--- src/rtl/pattern_packet_tx.sv ---
// pattern_packet_tx: snapshots two pattern words plus a control byte and feeds them byte by byte to a UART TX
module pattern_packet_tx #(
  parameter int DATA_BIT    = 32,
  parameter int PACK_NUM    = 9,
  parameter int GAP_CLK     = 0,
  parameter int TIMEOUT_CLK = 20000,
  parameter int TO_BIT      = 15
) (
  input  logic                clk,
  input  logic                rst_n,
  input  logic                i_start,
  input  logic [DATA_BIT-1:0] i_out_pattern,
  input  logic [DATA_BIT-1:0] i_freq_pattern,
  input  logic [7:0]          i_ctrl,
  output logic                o_tx_start,
  output logic [7:0]          o_tx_data,
  input  logic                i_tx_done_tick,
  output logic                o_busy,
  output logic                o_done_tick,
  output logic                o_err_tick
);
  localparam int SW = PACK_NUM * 8;
  localparam int IW = $clog2(PACK_NUM);
  typedef enum logic [2:0] {IDLE, SEND, WAIT, GAP, DONE} state_t;
  state_t state_q, state_d;
  logic [IW-1:0] idx_q, idx_d;
  logic [TO_BIT-1:0] cnt_q, cnt_d, cnt_inc;
  logic [SW-1:0] sr_q, sr_d;
  logic err_q, err_d;
  assign cnt_inc     = cnt_q + 1'b1;
  assign o_tx_start  = state_q == SEND;
  assign o_busy      = state_q != IDLE;
  assign o_done_tick = state_q == DONE;
  assign o_err_tick  = err_q;
  // low byte of the snapshot is always the byte on the wire; it only shifts on a non-final done tick so the last byte stays visible in IDLE
  assign o_tx_data   = sr_q[7:0];
  // next-state: the counter holds clocks since o_tx_start in WAIT and clocks spent in GAP; a done tick beats a same-clock timeout
  always_comb begin
    state_d = state_q;
    idx_d   = idx_q;
    cnt_d   = cnt_q;
    sr_d    = sr_q;
    err_d   = 1'b0;
    case (state_q)
      IDLE: if (i_start) begin
        state_d = SEND;
        idx_d   = '0;
        sr_d    = {i_ctrl, i_freq_pattern, i_out_pattern};
      end
      SEND: begin
        state_d = WAIT;
        cnt_d   = TO_BIT'(1);
      end
      WAIT: begin
        cnt_d = cnt_inc;
        if (i_tx_done_tick) begin
          if (idx_q == IW'(PACK_NUM - 1)) state_d = DONE;
          else begin
            idx_d   = idx_q + 1'b1;
            sr_d    = sr_q >> 8;
            cnt_d   = '0;
            state_d = GAP_CLK == 0 ? SEND : GAP;
          end
        end else if (cnt_inc == TO_BIT'(TIMEOUT_CLK)) begin
          err_d   = 1'b1;
          state_d = IDLE;
        end
      end
      GAP: begin
        cnt_d = cnt_inc;
        if (cnt_inc == TO_BIT'(GAP_CLK)) state_d = SEND;
      end
      DONE: state_d = IDLE;
      default: state_d = IDLE;
    endcase
  end
  // state register with synchronous active-low reset; reset drops any packet in flight silently
  always_ff @(posedge clk) begin
    if (!rst_n) begin
      state_q <= IDLE;
      idx_q   <= '0;
      cnt_q   <= '0;
      sr_q    <= '0;
      err_q   <= 1'b0;
    end else begin
      state_q <= state_d;
      idx_q   <= idx_d;
      cnt_q   <= cnt_d;
      sr_q    <= sr_d;
      err_q   <= err_d;
    end
  end
endmodule
--- config.mk ---
export PLATFORM = sky130hd
export DESIGN_NAME = pattern_packet_tx
export DESIGN_NICKNAME = d
export VERILOG_FILES = /design/src/rtl/pattern_packet_tx.sv
export SDC_FILE = /design/constraint.sdc
export NUM_CORES = 1
export LEC_CHECK = 0
export ABC_AREA = 1
export CORE_ASPECT_RATIO = 0.9
export CORE_MARGIN = 2
export CORE_UTILIZATION = 58
export CTS_BUF_LIST = sky130_fd_sc_hd__clkbuf_8
export DETAILED_ROUTE_END_ITERATION = 6
export PLACE_DENSITY = 0.87
export SLEW_MARGIN = 0
export SYNTH_ARGS = -nofsm -noshare
export SYNTH_HDL_FRONTEND = slang
export SYNTH_SLANG_ARGS = --single-unit
--- constraint.sdc ---
create_clock -name clk -period 3.08 [get_ports clk]
set_input_delay 0.462 -clock clk [delete_from_list [all_inputs] [get_ports clk]]
set_output_delay 0.462 -clock clk [all_outputs]
set_load 0.02 [all_outputs]
* Word level (Yosys, flattened, before mapping)
Index checks and enable logic that the tools add are counted.
W data, S select, Z words.
** Storage, ports and cells
- Register bits :: 95
- Output and inout port bits :: 12
- Bits of input ports :: 76
- Word-level logic and storage cells :: 46
** Operators by class
- Reduce and logical (&&, ||, !) cells :: 8
- Mux-type cells :: 18
- Equal/unequal tests :: 11
- Bitwise operators :: 2
- Add/subtract/negate cells :: 2
** Operators by type and width (number)
- $mux W72 :: 3
- $pmux W72 S2 :: 1
- $pmux W15 S3 :: 1
- $mux W15 :: 2
- $add A15 B1 Y15 const B :: 1
- $eq A15 B15 Y1 const B :: 1
- $logic_not A15 Y1 :: 1
- $mux W3 :: 5
- $mux W4 :: 3
- $pmux W3 S4 :: 1
- $ne A2 B2 Y1 const B :: 4
- $pmux W4 S2 :: 1
- $eq A3 B2 Y1 const B :: 2
- $reduce_bool A3 Y1 :: 2
- $add A4 B1 Y4 const B :: 1
- $eq A4 B4 Y1 const B :: 1
- $reduce_and A4 Y1 :: 1
- $eq A3 B1 Y1 const B :: 1
- $eq A3 B3 Y1 const B :: 1
- $logic_not A3 Y1 :: 1
- $ne A3 B3 Y1 const B :: 1
- $reduce_and A3 Y1 :: 1
- $reduce_or A3 Y1 :: 1
- $not A1 Y1 :: 2
- other kinds (2) :: 2

* Depth between registers and ports, before layout
Gate-level depths: netlist of run 1.
- Word-level depth :: 5
- Gate-level depth with buffers :: 14
- Mapped depth without buffers :: 14

* Least setup slack after synthesis of run 1
Ideal clock, no wire load.
- Path type :: reg-to-reg
- Start point :: register cnt_q[0]
- End point :: register state_q[1]
- Clock period less this slack :: 1.769 ns
- Stages on the path, launching flop included :: 15
- Arrival time :: 1.656 ns
- Library setup time :: 0.113 ns
- Path buffers :: 0
- Path slack :: 1.311 ns
- Data required time :: 2.967 ns
- Path through :: dfxtp_1 -> ha_1 -> nand2_1 -> nor2_1 -> nand2_1 -> nand2_1 -> nand2_1 -> nor2_1 -> nand2_1 -> nor2_1 -> nand2_1 -> nand2_1 -> nand2_1 -> o21ai_1 -> inv_1
** Between the ends
- Longest elaborated chain between the ends :: 4
- Elaborated cells on any way between the ends :: 6
- Classes of those cells :: 1 x add/sub; 3 x eq/ne; 2 x reduce/logical
** RTL lines
- from (decl) :: line 27 : logic [TO_BIT-1:0] cnt_q, cnt_d, cnt_inc;
- from (signal assigned) :: line 88 : cnt_q <= cnt_d;
- $add A15 B1 Y15 * :: line 30 : assign cnt_inc = cnt_q + 1'b1;
- $eq A15 B15 Y1 / $logic_not A15 Y1 (equally long branches) :: line 64, 71
- $ne A3 B3 Y1 (no source line) / $ne A2 B2 Y1 (equally long branches)
- $reduce_and A3 Y1 (no source line) *
- to (signal assigned) :: line 86 : state_q <= state_d;
- to (decl) :: line 25 : state_t state_q, state_d;
Every way passes the cells marked *; elsewhere a longest branch is shown, timed or not.
A chain may end at the register's enable or synchronous reset.

* Final worst setup path of run 1
Ends and elaborated chain as after synthesis.

==> flow_summary.toml, run 1 <==
[setup_path]
worst_r2r_path_depth = 14
cp_num_buf_inv = 1
cpMaxStageDelayCell = "dfxtp_1"
r2r-end = "state_q[1]"
crit_fanout = 6
end_kind = "flop"
critPathArrivalTime_ns = 2.48
r2r-start = "cnt_q[0]"
worstPathCellList = "ha_1, nand2_1, nor2_1, nand2_1, nand2_1, nand2_1, nor2_1, nand2_1, nor2_1, nand2_1, nand2_1, nand2_1, o21ai_1, inv_1"
worstSetupStartpointType = "flop"
cp_top_family = "simple AND/OR/NAND/NOR gates"
cp.required_ns = 3.34
r2r_setup_slack_ns = 0.86
crit_path_max_incr_delay_ns = 0.43
crit_type = "reg2reg"
cp_common_cell = "nand2_1"

[yosys]
synth_area_mm2 = 0.00448
dominantRegCellSynth = "dfxtp_1"
ys_seq_area_share_pct = 42.4
yosysMostFrequentCell = "nand2_1"
synth_edf_count = 0
synth_seq_cells = 95
synthTopCellsByArea = "dfxtp_1 42%, nand2_1 19%, a31oi_1 9.1%"
synth_cell_type_count = 30
syn-instance-count = 644
synth_async_sr_flop_share_pct = 0
synth_fp_nets = 723
synth_top_cell_by_area = "dfxtp_1"
synth_common_cells = "230 x nand2_1, 95 x dfxtp_1, 65 x a31oi_1"
synth_top_cell_area_share_pct = 42.4
yosysWarnings = 0
syn_avg_cell_area_um2 = 6.96

[worst_hold_path]
hp-class = "reg2reg"
min_path_cells = 2
hold_end = "sr_q[66]"
hold_start = "sr_q[66]"

[sta]
fmax_mhz = 450
fin_worst_skew_ns = 0.00978
setup_viol = 0
hold_viol = 0
rsz0062_at_grt = "no"
worst_pin_slew_ns = 1.09
min_period_ns = 2.22
slew_viol_final = 0
period_share_pct = 72.1
slew_headroom_pct = 26.8
fin_setup_tns_ns = 0

[global_route]
grt_pass1_vias = 3943
antenna_found_initial = 0
gr-total-overflow = 0
grt_pass1_wl_mm = 17.6
grt_max_degree = 67
grtUsageTotal_pct = 24.9

[power_and_ir_drop]
p_int_uw = 2300
p_seq_share_pct = 47.1
p_leak_uw = 0.00210
netSwitchingPower_uw = 1270
p_comb_share_pct = 31.0
power_density_mw_per_mm2 = 656
p_clk_share_pct = 21.9
vdd_ir_drop_max_mv = 0.393
swShare_pct = 35.6

[placed_design]
place_congestion = 0.964
hpwl_mm = 7.32
portBuffers = 87

[finish]
drive_above_1_share_pct = 5.11
antennaDiodeCount = 0
area_growth_pct = 21.3
fin_nets = 778
final_util_pct = 72.5

[clocking]
post_cts.repair.setup_buffers = 0
clk_latency_ns = 0.36
cts.sink_count = 95
cts_buffer_depth = 2
root_buffer = "clkbuf_8"
cts-resized-gates = 0
cts_hold_buf = 0
cts_made_buffers = 9
htree_levels = 3
clk_pin_slew_worst_paths_ns = 0.09
cts_tree = "done"

[floorplan]
io_pins = 88
fp.dieW_um = 96.7
die-height_um = 87.4
fp-row-count = 30
die-area_mm2 = 0.00845
core_mm2 = 0.00751
start_util_pct = 59.7

[route]
drtIter0Drc = 299
drt_pre_antenna_iters = 5
postRouteAntennaNets = 0
vias = 4434
vias_per_cell = 5.54
wirelength_mm = 10.7
drc = 0
avgRoutedWirePerCell_um = 13.4

[status]
outcome = "finished, final reports clean"

[run]
cap_violations = 0
-- stage by stage --
stage                     total power, uW  cell area (um2)  hold slack (ns)  worst slack (ns)  cells
after floorplan                      2560             4480            0.444              1.31    644
after global placement               2750             5250            0.461             0.845    784
after detailed placement             2800             5250            0.468             0.771    784
after CTS                            3580             5440            0.482             0.881    800
after global routing                 3800             5440            0.497             0.618    800
final                                3570             5440            0.479             0.860    800
-- flip-flops by register name, summed over array words and instances (netlist names) --
signal      cells
idx_q           4
cnt_q          15
o_err_tick      1
state_q         3
sr_q           72
-- logic make-up (layout without fill, tap and decap cells) --
logic type | Yosys count | count (layout) | share of synthesized area [%]
compound gates | 163 | 163 | 20.2
xor+xnor | 1 | 1 | 0.195
fa+ha+maj | 3 | 3 | 0.837
buf+inv | 82 | 142 | 9.29
flops | 95 | 95 | 42.4
simple gates | 300 | 300 | 27.1
-- final cells by class --
| cell class | instances | area (um2) |
|---|---|---|
| Inverter | 33 | 124 |
| Sequential cell | 95 | 1900 |
| Timing Repair Buffer | 93 | 936 |
| Clock inverter | 5 | 40.0 |
| Tap cell | 96 | 120 |
| Multi-Input combinational cell | 467 | 2170 |
| Fill cell | 624 | 2070 |
| Clock buffer | 11 | 151 |
-- metal layers --
metal,GRT usage (%),up-vias,routed length [um]
met5,0,-,0
met2,43.2,151,5180
met4,6.40,0,105
met1,32.0,2019,4820
li1,-,2253,-
met3,4.90,11,615
-- layout by cell type, fill, tap and decap left out, types with 3 or more instances in the layout --
cell             Yosys  routed
clkbuf_8             0      11
clkdlybuf4s50_1      0      86
nand3_1             17      17
clkinvlp_4           0       3
o21ai_1             26      26
buf_4                9       4
a21oi_1             26      26
a31oi_1             65      65
ha_1                 3       3
nor2_1              32      32
nand2_1            230     230
inv_1               29      29
dfxtp_1             95      95
nand4_1              7       7
inv_2                4       4
o21ai_0             45      45
-- power by group through the flow --
stage	Combinational [uW]	Clock (uW)	Sequential, uW
floorplan	906	0	1650
global placement	1060	0	1690
detailed placement	1100	0	1700
CTS	1110	794	1680
global route	1240	847	1710
finish	1110	783	1680
-- how the worst max path moves through the flow --
stage,startpoint,end,slack [ns],depth (start not counted)
after floorplan,cnt_q[0],state_q[1],1.31,14
after global placement,i_tx_done_tick,idx_q[3],0.85,7
after detailed placement,i_tx_done_tick,idx_q[3],0.77,7
after CTS,cnt_q[0],state_q[1],0.88,14
after global routing,cnt_q[0],state_q[1],0.62,14
final,cnt_q[0],state_q[1],0.86,14
-- worst reg2reg max path, delay by kind of cell, from the launching register on --
kind	cells	cell delay [ns]
AOI/OAI and AO/OA	1	0.15
adders and majority gates	1	0.21
and+or+nand+nor	11	1.29
DFF	1	0.43
buffers and inverters	1	0.05
(Power assumes the default switching activity.)
==> run 2, diff against run 1 <==
Settings changed: CORE_UTILIZATION 58 to 54, PLACE_DENSITY 0.87 to 0.82.
Clock period 3.08 ns to 2.1 ns, I/O delays scaled along.
==> run 2 against run 1 <==
Non-clock buffer count is 6 higher. Critical path depth is 9 lower. Largest power group unchanged. Combinational power is 57% higher. Final area is 2.2% higher. Register-to-register slack worse by 0.70 ns. Sequential share of layout area is 0.72 points lower. Power is 52% higher. Critical path type is now reg2out. Worst setup slack worse by 0.73 ns. Clock skew is 0.0036 ns higher.
==> flow_summary.toml, run 2 (same netlist as run 1, synthesis figures left out) <==
[clocking]
root_buffer = "clkbuf_8"
cts_made_buffers = 9
clk_pin_slew_worst_paths_ns = 0.09
htree_levels = 3
cts_buffer_depth = 2
cts_tree = "done"
cts.sink_count = 95
clk_latency_ns = 0.36

[sta]
hold_viol = 0
slew_viol_final = 0
slew_headroom_pct = 50.9
setup_viol = 0
fmax_mhz = 508
fin_setup_tns_ns = 0
min_period_ns = 1.97
rsz0062_at_grt = "yes"
period_share_pct = 93.8
worst_pin_slew_ns = 0.736
fin_worst_skew_ns = 0.0134

[floorplan]
fp-row-count = 31
die-height_um = 90.5
die-area_mm2 = 0.00905
core_mm2 = 0.00807
start_util_pct = 55.6
io_pins = 88
fp.dieW_um = 100

[placed_design]
place_congestion = 0.877
portBuffers = 87
hpwl_mm = 7.26

[route]
drtIter0Drc = 280
postRouteAntennaNets = 0
vias_per_cell = 5.45
drc = 0
avgRoutedWirePerCell_um = 13.3
vias = 4418
drt_pre_antenna_iters = 6
wirelength_mm = 10.8

[global_route]
grt_pass1_wl_mm = 17.2
antenna_found_initial = 0
grt_pass1_vias = 3746
gr-total-overflow = 0
grtUsageTotal_pct = 23.3
grt_max_degree = 67

[setup_path]
crit_fanout = 3
worstSetupStartpointType = "flop"
crit_type = "reg2out"
end_kind = "output port"
critPathArrivalTime_ns = 1.65
cp.required_ns = 1.78

[finish]
area_growth_pct = 24.0
final_cell_mix = "230 x nand2_1, 94 x dfxtp_1, 85 x clkdlybuf4s50_1"
top_regs = "sr_q (72), cnt_q (15), idx_q (4)"
final_common_cell = "nand2_1"
drive_above_1_share_pct = 6.61
antennaDiodeCount = 0
largest_reg_flops = 72
registers.top_by_ff_count = "sr_q"
fin_nets = 785
fillCellCount = 708
final_util_pct = 68.9

[power_and_ir_drop]
vdd_ir_drop_max_mv = 0.490
p_leak_uw = 0.00218
power_density_mw_per_mm2 = 979

[status]
outcome = "finished, final reports clean"

[run]
cap_violations = 0

[worst_hold_path]
hp-class = "in2reg"
-- run 2: worst paths after layout --
path / start / endpoint / slack [ns] / cells past startpoint
worst max-delay path: state_q[0] / o_busy / 0.13 / 5
worst min register to register: sr_q[18] / sr_q[10] / 0.47 / 2
worst max register to register: idx_q[0] / sr_q[2] / 0.16 / 10
worst min-delay path: rst_n / o_err_tick / 0.28 / 3
-- run 2: cell type report --
| type | instances | area, um2 | area share (%) |
|---|---|---|---|
| multi-input combinational | 468 | 2190 | 39.4 |
| sequential | 95 | 1900 | 34.2 |
| timing repair buffer | 99 | 1010 | 18.1 |
| clock buffer | 10 | 138 | 2.48 |
| inverter | 33 | 124 | 2.23 |
| tap | 99 | 124 | 2.23 |
| clock inverter | 6 | 70.1 | 1.26 |
-- run 2: layer usage --
layer | up-vias | global-route usage [%] | wire length [um]
li1 | 2272 | - | -
met4 | 0 | 5.48 | 76
met5 | - | 0 | 0
met3 | 7 | 4.88 | 704
met2 | 144 | 38.0 | 5200
met1 | 1995 | 31.7 | 4800
-- run 2: power breakdown --
group	leakage, uW	switching (uW)	internal [uW]
clock	0.000106	651	591
sequential	0.000784	230	2230
combinational	0.00129	1010	727
-- run 2: critical path, stage by stage (launching register included) --
cell	delay [ns]
dfxtp_1	0.39
nor2_2	0.06
inv_2	0.07
nor2_1	0.05
inv_1	0.11
clkdlybuf4s50_1	0.61
-- run 2: through the flow --
| stage | std cells | hold WS (ns) | total power, uW | setup WS (ns) | area (um2) |
|---|---|---|---|---|---|
| after floorplan | 644 | 0.442 | 3760 | 0.331 | 4480 |
| after global placement | 792 | 0.460 | 4110 | 0.209 | 5300 |
| after detailed placement | 792 | 0.458 | 4160 | 0.131 | 5300 |
| after CTS | 808 | 0.255 | 5410 | 0.0931 | 5510 |
| after global routing | 810 | 0.274 | 5800 | -0.0115 | 5560 |
| final | 810 | 0.275 | 5440 | 0.130 | 5560 |
-- run 2: what timing repair did --
item	CTS	global route
setup buffers	0	1
hold buffers	0	0
setup endpoints to repair	0	7
endpoints found under the hold margin	0	0
resized for setup	0	8
==> run 3, diff against run 2 <==
Settings changed: CORE_UTILIZATION 54 to 52, CTS_BUF_LIST sky130_fd_sc_hd__clkbuf_8 to not set, PLACE_DENSITY 0.82 to 0.79.
==> run 3 against run 2 <==
First-iteration DRC count is 16% lower. Global-route usage is 0.45 points lower. Maximum frequency is 0.86% lower. Clock power is 10% lower. Combinational power hardly changed. Largest cell class unchanged.
==> flow_summary.toml, run 3 (same netlist as run 1, synthesis figures left out) <==
[setup_path]
end_kind = "output port"
worst_r2r_path_depth = 12
r2r_setup_slack_ns = 0.18
crit_fanout = 5
critPathArrivalTime_ns = 1.67
crit_type = "reg2out"
crit_path_max_incr_delay_ns = 0.64
cp_num_buf_inv = 2
cpMaxStageDelayCell = "clkdlybuf4s50_1"
cp.required_ns = 1.78
r2r-end = "state_q[1]"
worstSetupStartpointType = "flop"
r2r-start = "cnt_q[1]"
worstPathCellList = "inv_1, nand2_1, nor2_1, clkdlybuf4s50_1"
cp_top_family = "buffers and inverters"

[clocking]
cts_made_buffers = 9
cts_hold_buf = 0
cts_tree = "done"
cts.sink_count = 95
cts_buffer_depth = 2
htree_levels = 3
clk_latency_ns = 0.35
clk_pin_slew_worst_paths_ns = 0.09
root_buffer = "clkbuf_8"

[sta]
slew_headroom_pct = 50.2
period_share_pct = 94.6
slew_viol_final = 0
fin_setup_tns_ns = 0
worst_slack_ns = 0.113
rsz0062_at_grt = "no"
fin_worst_skew_ns = 0.0101
fmax_mhz = 503
min_period_ns = 1.99
hold_viol = 0
setup_viol = 0
worst_pin_slew_ns = 0.746

[floorplan]
io_pins = 88
start_util_pct = 52.8
die-area_mm2 = 0.00938
core_mm2 = 0.00849
fp-row-count = 32
fp.dieW_um = 102
die-height_um = 92.1

[placed_design]
portBuffers = 87
hpwl_mm = 7.55
dp_slack_ns = 0.0936
placed_cells = 813
place_congestion = 0.928

[global_route]
grt_pass1_vias = 3903
antenna_found_initial = 0
gr-total-overflow = 0
grtUsageTotal_pct = 22.8
grt_max_degree = 67
grt_pass1_wl_mm = 17.5

[finish]
final_util_pct = 65.3
drive_above_1_share_pct = 6.74
top_regs = "sr_q (72), cnt_q (15), idx_q (4)"
fillCellCount = 769
final_common_cell = "nand2_1"
registers.top_by_ff_count = "sr_q"
final_cell_mix = "230 x nand2_1, 94 x dfxtp_1, 86 x clkdlybuf4s50_1"
fin_cells = 831
fin_nets = 787
antennaDiodeCount = 0
largest_reg_flops = 72
area_growth_pct = 23.5

[worst_hold_path]
hold_end = "state_q[1]"
min_path_cells = 3
hp-class = "in2reg"
hold_start = "rst_n"

[route]
postRouteAntennaNets = 0
avgRoutedWirePerCell_um = 13.0
drtIter0Drc = 236
wirelength_mm = 10.8
drc = 0
vias = 4420
vias_per_cell = 5.32
drt_pre_antenna_iters = 5

[power_and_ir_drop]
p_total_uw = 5270
p_leak_uw = 0.00215
power_density_mw_per_mm2 = 952
vdd_ir_drop_max_mv = 0.562

[run]
cap_violations = 0

[status]
outcome = "finished, final reports clean"
## run 3: report_power, final
group          total [uW]  leakage [uW]  internal, uW  switching (uW)
logic                1710       0.00128           709            1000
registers            2460      0.000784          2230             225
clock network        1110     0.0000854           467             642
total                5270       0.00215          3410            1870
## run 3: worst max path at each step
stage                from         end  cells past startpoint
2_1_floorplan    cnt_q[0]  state_q[1]                     14
3_3_place_gp     cnt_q[0]  state_q[1]                     14
3_5_place_dp     cnt_q[0]  state_q[1]                     14
4_1_cts          cnt_q[0]  state_q[1]                     14
5_1_grt        state_q[1]  state_q[0]                      9
6_report       state_q[2]  o_tx_start                      4
## run 3: what timing repair did
| item | 4_1_cts | 5_1_grt |
|---|---|---|
| buffers inserted | 0 | 3 |
| resized for setup | 0 | 5 |
| setup endpoints to repair | 0 | 3 |
## run 3: cell type report
cell class | count | area [um2] | area share [%]
clock buffers | 10 | 138 | 2.48
clock inverters | 5 | 41.3 | 0.745
inverters | 33 | 124 | 2.24
multi-input cells | 467 | 2180 | 39.4
flip-flops and latches | 95 | 1900 | 34.4
well taps | 119 | 149 | 2.69
repair buffers | 102 | 1000 | 18.1
## run 3: routing by layer
metal / track usage [%] / wire [um]
met1: 30.8 / 4940
met2: 37.7 / 5170
met3: 3.73 / 569
met5: 0 / 0
met4: 6.56 / 106
## run 3: metrics by stage
step / instance area (um2) / hold WS (ns)
6_report: 5540 / 0.365
5_1_grt: 5540 / 0.362
4_1_cts: 5500 / 0.345
3_5_place_dp: 5320 / 0.459
3_3_place_gp: 5320 / 0.455
2_1_floorplan: 4480 / 0.442
## run 3: worst min-delay path, stage by stage
cell and delay (ns):
buf_2 0.20, o21ai_1 0.11, inv_1 0.04
